File: config.mk
export PLATFORM = sky130hd
export DESIGN_NAME = led_seg_lbus
export DESIGN_NICKNAME = d
export VERILOG_FILES = /design/src/rtl/led_seg_lbus_pkg.sv /design/src/rtl/led_seg_lbus_hex7seg.sv /design/src/rtl/led_seg_lbus.sv
export SDC_FILE = /design/constraint.sdc
export NUM_CORES = 1
export LEC_CHECK = 0
export ABC_AREA = 0
export CORE_MARGIN = 5
export CORE_UTILIZATION = 30
export CTS_BUF_LIST = sky130_fd_sc_hd__clkbuf_8
export DETAILED_ROUTE_END_ITERATION = 10
export SLEW_MARGIN = 5
export SYNTH_ARGS = -nofsm -noshare
export SYNTH_HDL_FRONTEND = slang
export SYNTH_HIERARCHICAL = 1
export SYNTH_SLANG_ARGS = --single-unit
File: constraint.sdc
create_clock -name lb_clk -period 4.3 [get_ports lb_clk]
set_clock_uncertainty 0.15 [all_clocks]
set_input_delay 1.29 -clock lb_clk [delete_from_list [all_inputs] [get_ports lb_clk]]
set_output_delay 1.29 -clock lb_clk [all_outputs]
set_load 0.03 [all_outputs]
File: src/rtl/led_seg_lbus_pkg.sv
// XT local-bus slave view, address decode helpers and the LED/seven-segment peripheral register map.
package XT_LBUS_Pkg;

   localparam int unsigned LB_AW = 16;
   localparam int unsigned LB_DW = 16;

   typedef struct packed {
      logic [LB_AW-1:0] addr;
      logic             wr;
      logic             rd;
      logic [LB_DW-1:0] wdata;
   } lb_slave_t;

   localparam logic [LB_AW-1:0] LED_SEG_OFS_LED    = 16'h0000;
   localparam logic [LB_AW-1:0] LED_SEG_OFS_DIGITS = 16'h0002;
   localparam logic [LB_AW-1:0] LED_SEG_OFS_CTRL   = 16'h0004;
   localparam logic [LB_AW-1:0] LED_SEG_OFS_STATUS = 16'h0006;

   typedef struct packed {
      logic [3:0] blink;
      logic [3:0] bright;
      logic [3:0] dp;
      logic [3:0] en;
   } led_seg_ctrl_t;

   localparam led_seg_ctrl_t LED_SEG_CTRL_RST = '{blink: 4'h0, bright: 4'hF, dp: 4'h0, en: 4'h0};

   function automatic logic MatchWLB(input lb_slave_t lb, input logic [LB_AW-1:0] addr);
      return lb.wr && (lb.addr == addr);
   endfunction

   function automatic logic MatchRLB(input lb_slave_t lb, input logic [LB_AW-1:0] addr);
      return lb.rd && (lb.addr == addr);
   endfunction

endpackage

File: src/rtl/led_seg_lbus_hex7seg.sv
// Combinational hex digit to active-high segment decoder, seg = {g,f,e,d,c,b,a}; b and d are lowercase.
module hex7seg (
   input  logic [3:0] hex,
   output logic [6:0] seg
);

   always_comb begin
      seg = '0;
      case (hex)
         4'h0:    seg = 7'h3F;
         4'h1:    seg = 7'h06;
         4'h2:    seg = 7'h5B;
         4'h3:    seg = 7'h4F;
         4'h4:    seg = 7'h66;
         4'h5:    seg = 7'h6D;
         4'h6:    seg = 7'h7D;
         4'h7:    seg = 7'h07;
         4'h8:    seg = 7'h7F;
         4'h9:    seg = 7'h6F;
         4'hA:    seg = 7'h77;
         4'hB:    seg = 7'h7C;
         4'hC:    seg = 7'h39;
         4'hD:    seg = 7'h5E;
         4'hE:    seg = 7'h79;
         default: seg = 7'h71;
      endcase
   end

endmodule

File: src/rtl/led_seg_lbus.sv
// CPU-written LED and 4-digit common-anode seven-segment registers on the XT local bus,
// scanned with PWM brightness, per-digit blink and a blank slot ahead of each digit to avoid ghosting.
module led_seg_lbus
   import XT_LBUS_Pkg::*;
#(
   parameter int unsigned PRESCALE = 1000
) (
   input  logic        lb_clk,
   input  logic        rst,
   input  lb_slave_t   xt_lb,
   output logic [15:0] rdata,
   output logic [7:0]  led,
   output logic [7:0]  seg_n,
   output logic [3:0]  dig_n
);

   localparam int unsigned     PS_W   = $clog2(PRESCALE);
   localparam logic [PS_W-1:0] PS_MAX = PS_W'(PRESCALE - 1);

   logic [7:0]      led_q, led_d;
   logic [15:0]     digits_q, digits_d;
   led_seg_ctrl_t   ctrl_q, ctrl_d;
   logic [PS_W-1:0] ps_q, ps_d;
   logic [3:0]      pc_q, pc_d;
   logic [1:0]      idx_q, idx_d;
   logic [7:0]      frame_q, frame_d;
   logic            phase_q, phase_d;
   logic [7:0]      seg_n_q, seg_n_d;
   logic [3:0]      dig_n_q, dig_n_d;

   logic            tick, pc_wrap, idx_wrap, frame_wrap, lit;
   logic [3:0]      cur_nib;
   logic [6:0]      cur_glyph;

   always_comb begin
      led_d    = led_q;
      digits_d = digits_q;
      ctrl_d   = ctrl_q;
      if (MatchWLB(xt_lb, LED_SEG_OFS_LED))    led_d    = xt_lb.wdata[7:0];
      if (MatchWLB(xt_lb, LED_SEG_OFS_DIGITS)) digits_d = xt_lb.wdata;
      if (MatchWLB(xt_lb, LED_SEG_OFS_CTRL))   ctrl_d   = led_seg_ctrl_t'(xt_lb.wdata);
   end

   // Counter chain runs free of register writes so reconfiguration never restarts the scan.
   always_comb begin
      tick       = (ps_q == PS_MAX);
      pc_wrap    = tick && (pc_q == 4'hF);
      idx_wrap   = pc_wrap && (idx_q == 2'd3);
      frame_wrap = idx_wrap && (frame_q == 8'hFF);
      ps_d       = tick ? '0 : ps_q + PS_W'(1);
      pc_d       = tick ? pc_q + 4'd1 : pc_q;
      idx_d      = pc_wrap ? idx_q + 2'd1 : idx_q;
      frame_d    = idx_wrap ? frame_q + 8'd1 : frame_q;
      phase_d    = frame_wrap ? ~phase_q : phase_q;
   end

   always_comb begin
      cur_nib = digits_q[{idx_q, 2'b00} +: 4];
   end

   hex7seg u_hex7seg (
      .hex (cur_nib),
      .seg (cur_glyph)
   );

   // pc == 0 is the blank slot; pc 1..B gives a duty of B/16.
   always_comb begin
      lit = (pc_q != 4'd0) && (pc_q <= ctrl_q.bright) && ctrl_q.en[idx_q]
            && !(ctrl_q.blink[idx_q] && phase_q);
      seg_n_d = '1;
      dig_n_d = '1;
      if (lit) begin
         seg_n_d = ~{ctrl_q.dp[idx_q], cur_glyph};
         dig_n_d = ~(4'b0001 << idx_q);
      end
   end

   always_comb begin
      rdata = '0;
      if (MatchRLB(xt_lb, LED_SEG_OFS_LED))         rdata = {8'h00, led_q};
      else if (MatchRLB(xt_lb, LED_SEG_OFS_DIGITS)) rdata = digits_q;
      else if (MatchRLB(xt_lb, LED_SEG_OFS_CTRL))   rdata = ctrl_q;
      else if (MatchRLB(xt_lb, LED_SEG_OFS_STATUS)) rdata = {13'h0000, phase_q, idx_q};
   end

   always_ff @(posedge lb_clk or posedge rst) begin
      if (rst) begin
         led_q    <= '0;
         digits_q <= '0;
         ctrl_q   <= LED_SEG_CTRL_RST;
         ps_q     <= '0;
         pc_q     <= '0;
         idx_q    <= '0;
         frame_q  <= '0;
         phase_q  <= 1'b0;
         seg_n_q  <= '1;
         dig_n_q  <= '1;
      end else begin
         led_q    <= led_d;
         digits_q <= digits_d;
         ctrl_q   <= ctrl_d;
         ps_q     <= ps_d;
         pc_q     <= pc_d;
         idx_q    <= idx_d;
         frame_q  <= frame_d;
         phase_q  <= phase_d;
         seg_n_q  <= seg_n_d;
         dig_n_q  <= dig_n_d;
      end
   end

   assign led   = led_q;
   assign seg_n = seg_n_q;
   assign dig_n = dig_n_q;

endmodule
==> impl_metrics.tcl <==
set metrics [dict create \
    status "complete, no violations" \
    worstRegToRegCells 7 \
    via_per_inst 4.77 \
    power_frac_clock_pct 40.4 \
    fillers 1306 \
    clk_path_buf_depth 2 \
    initial_utilization_pct 30.3 \
    start_kind "input pin" \
    cp_slowest_cell "or3_4" \
    antenna_found_initial 0 \
    reg2reg_slack_ns 1.88 \
    mostFrequentLayoutCell "dfrtp_1" \
    intPower_w 0.00104 \
    cp_top_family "simple AND/OR/NAND/NOR gates" \
    irDropWorstVdd_mv 0.120 \
    vias 2884 \
    layout.nets 475 \
    cts_buffers 9 \
    layout_common_cells "61 x dfrtp_1, 40 x clkdlybuf4s50_1, 25 x mux2_2" \
    synth_area_mm2 0.00416 \
    path_clk_slew_ns 0.08 \
    drv_cap 0 \
    grt_max_degree 78 \
    synthSimpleGateAreaFrac_pct 13.4 \
    timing.rr.start "idx_q[0]" \
    routed_wirelength_um 9800 \
    drtPass1Iterations 4 \
    grt_pass1_wl_um 16500 \
    power_switching_w 0.000298 \
    async_flop_share_pct 100 \
    finalMaxSlewViolations 0 \
    synth_fp_nets 385 \
    hpwl_um 7150 \
    synth_xor_area_share_pct 3.58 \
    rsz0062_at_grt "no" \
    synth-seq-cells 77 \
    io_pins 72 \
    die_x_um 128 \
    die_h_um 128 \
    htreeDepth 3 \
    synth_top_family_by_area "multiplexers" \
    r2r_end "seg_n[3]" \
    drt_iter0_markers 125 \
    core_mm2 0.0137 \
    layoutNonFillerInstCount 605 \
    cts_tree "done" \
    drtAntennaViolNets 0 \
    syn_avg_cell_area_um2 12.6 \
    postCtsHoldBufs 0 \
    slew_headroom_pct 35.8 \
    io_buffers 71 \
    synthMuxAreaShare_pct 19.6 \
    netlist-cell-type-count 47 \
    drc_errors 0 \
    grt_pass1_vias 3108 \
    setup_viol 0 \
    clock_latency_ns 0.35 \
    synth_edf_count 0 \
    yosys_warnings 6 \
    whs_path_depth 1 \
    grt_overflow 0 \
    crit_chain "clkdlybuf4s15_1 > nor4_4 > nand2_1 > or3_4 > o221a_2 > buf_6" \
    place_area_mm2 0.00520 \
    p_leak_nw 2.43 \
    seq_area_mm2 0.00195 \
    power.density_mw_per_mm2 240 \
    min_to "frame_q[7]" \
    crit_type "input pin to primary output" \
    ys.flop_type "dfrtp_1" \
    slowest_delay_ns 0.43 \
    clock_sinks 77 \
    combPwrFrac_pct 5.3 \
    hp-start "frame_q[7]" \
    wl_per_cell_um 16.2 \
    antenna_cells 0 \
    crit_buf_inv 2 \
    tightest_slew_ns 0.964 \
    globalplace.congestion 0.780 \
    worstPathArrival_ns 2.77 \
    rows 43 \
    pwr-share-seq_pct 54.3 \
    end_kind "primary output" \
    track_usage_pct 12.7 \
    synthAdderAreaFrac_pct 5.71 \
    period_minus_slack_ns 4.21 \
    finalCritPeriodShare_pct 98.0 \
    multi_input_area_mm2 0.00221 \
    synth_compound_area_share_pct 7.34 \
    die_area_mm2 0.0163 \
    fin_area_mm2 0.00556 \
    cp.required_ns 2.86 \
    synth_seq_area_share_pct 46.8 \
    fmax_mhz 237 \
    area_growth_pct 33.7 \
    p_total_w 0.00133 \
    hold_class "flop to flop" \
    root_buffer "clkbuf_8" \
    crit_fanout 5 \
    syn_inst 330 \
    p_sw_share_pct 22.4 \
    placed_cells 585 \
    drive_gt1_share_pct 36.9 \
    hold_viol 0 \
]
[flip-flops by register name, indices dropped and copies added (netlist names)]
register and cells:
digits_q 16, ctrl_q 16, idx_q 2, phase_q 1
pc_q 4, ps_q 10, dig_n 4, seg_n 8
led 8, frame_q 8
[logic make-up after synthesis]
kind of cell	after synthesis
adder cells (fa/ha/maj)	19
XOR/XNOR	17
AO/OA/AOI/OAI	42
flip-flops	77
buffers and inverters	29
AND/OR/NAND/NOR	88
multiplexers	58
[stage by stage]
stage / hold slack [ns] / setup slack, ns / TNS [ns] / util, %
global route: 0.336 / 0.00942 / 0 / 40.6
CTS: 0.319 / 0.00769 / 0 / 40.4
global placement: 0.304 / -0.647 / -5.88 / 37.9
detailed placement: 0.306 / -0.681 / -6.16 / 37.9
finish: 0.319 / 0.0878 / 0 / 40.6
floorplan: 0.288 / -0.0263 / -0.0790 / -
[power by group through the flow]
stage	registers [W]	clock network, W	logic [W]
floorplan	0.000738	0	0.0000209
global placement	0.000738	0	0.0000702
detailed placement	0.000738	0	0.0000714
CTS	0.000725	0.000562	0.0000691
global route	0.000725	0.000593	0.0000788
finish	0.000725	0.000539	0.0000712
[timing repair]
action,4_1_cts,5_1_grt
resized for setup,73,21
setup endpoints to repair,16,16
pin swaps,11,9
setup buffers,4,0
gates cloned,0,0
[area by class of cell]
type                    instances  share of cell area (%)
well taps                     180                    4.05
clock inverters                 6                   0.967
flip-flops and latches         77                    35.0
repair buffers                 90                    16.6
clock buffers                  10                    2.47
multi-input cells             224                    39.7
inverters                      18                    1.21
[synthesized netlist by cell type (4+ instances only)]
cell type | count | share of area [%]
nor2_1 | 6 | 0.54
nor2b_1 | 8 | 1.2
a22o_1 | 8 | 1.7
mux2_2 | 25 | 6.8
mux2i_1 | 5 | 1.2
dfstp_2 | 16 | 10
xor2_1 | 4 | 0.84
clkbuf_1 | 4 | 0.36
mux2_4 | 20 | 7.2
xnor2_1 | 13 | 2.7
mux4_2 | 7 | 3.8
nand3_1 | 21 | 2.5
buf_2 | 4 | 0.48
nand4_1 | 7 | 1.1
nor3_1 | 4 | 0.48
a21oi_1 | 11 | 1.3
nand2b_1 | 5 | 0.75
inv_1 | 18 | 1.6
o21ai_0 | 4 | 0.48
nand2_1 | 12 | 1.1
and3_1 | 6 | 0.90
dfrtp_1 | 61 | 37
ha_1 | 19 | 5.7
o221a_2 | 5 | 1.4
[routing by layer]
metal,share of wire [%],track usage [%],routed length (um)
met3,4.3,2.83,419
met1,44,16.5,4300
met5,0,0,0
met2,51,20.8,4950
met4,1.3,4.74,128
[how the worst max path moves through the flow]
| stage | start | end | slack, ns | depth (start not counted) |
|---|---|---|---|---|
| floorplan | xt_lb[18] | rdata[0] | -0.03 | 4 |
| global placement | xt_lb[18] | rdata[3] | -0.65 | 6 |
| detailed placement | xt_lb[27] | rdata[4] | -0.68 | 6 |
| CTS | xt_lb[31] | rdata[12] | 0.008 | 8 |
| global route | xt_lb[28] | rdata[12] | 0.009 | 8 |
| finish | xt_lb[28] | rdata[4] | 0.09 | 6 |
Note: power is estimated with default switching activity, not from simulation.
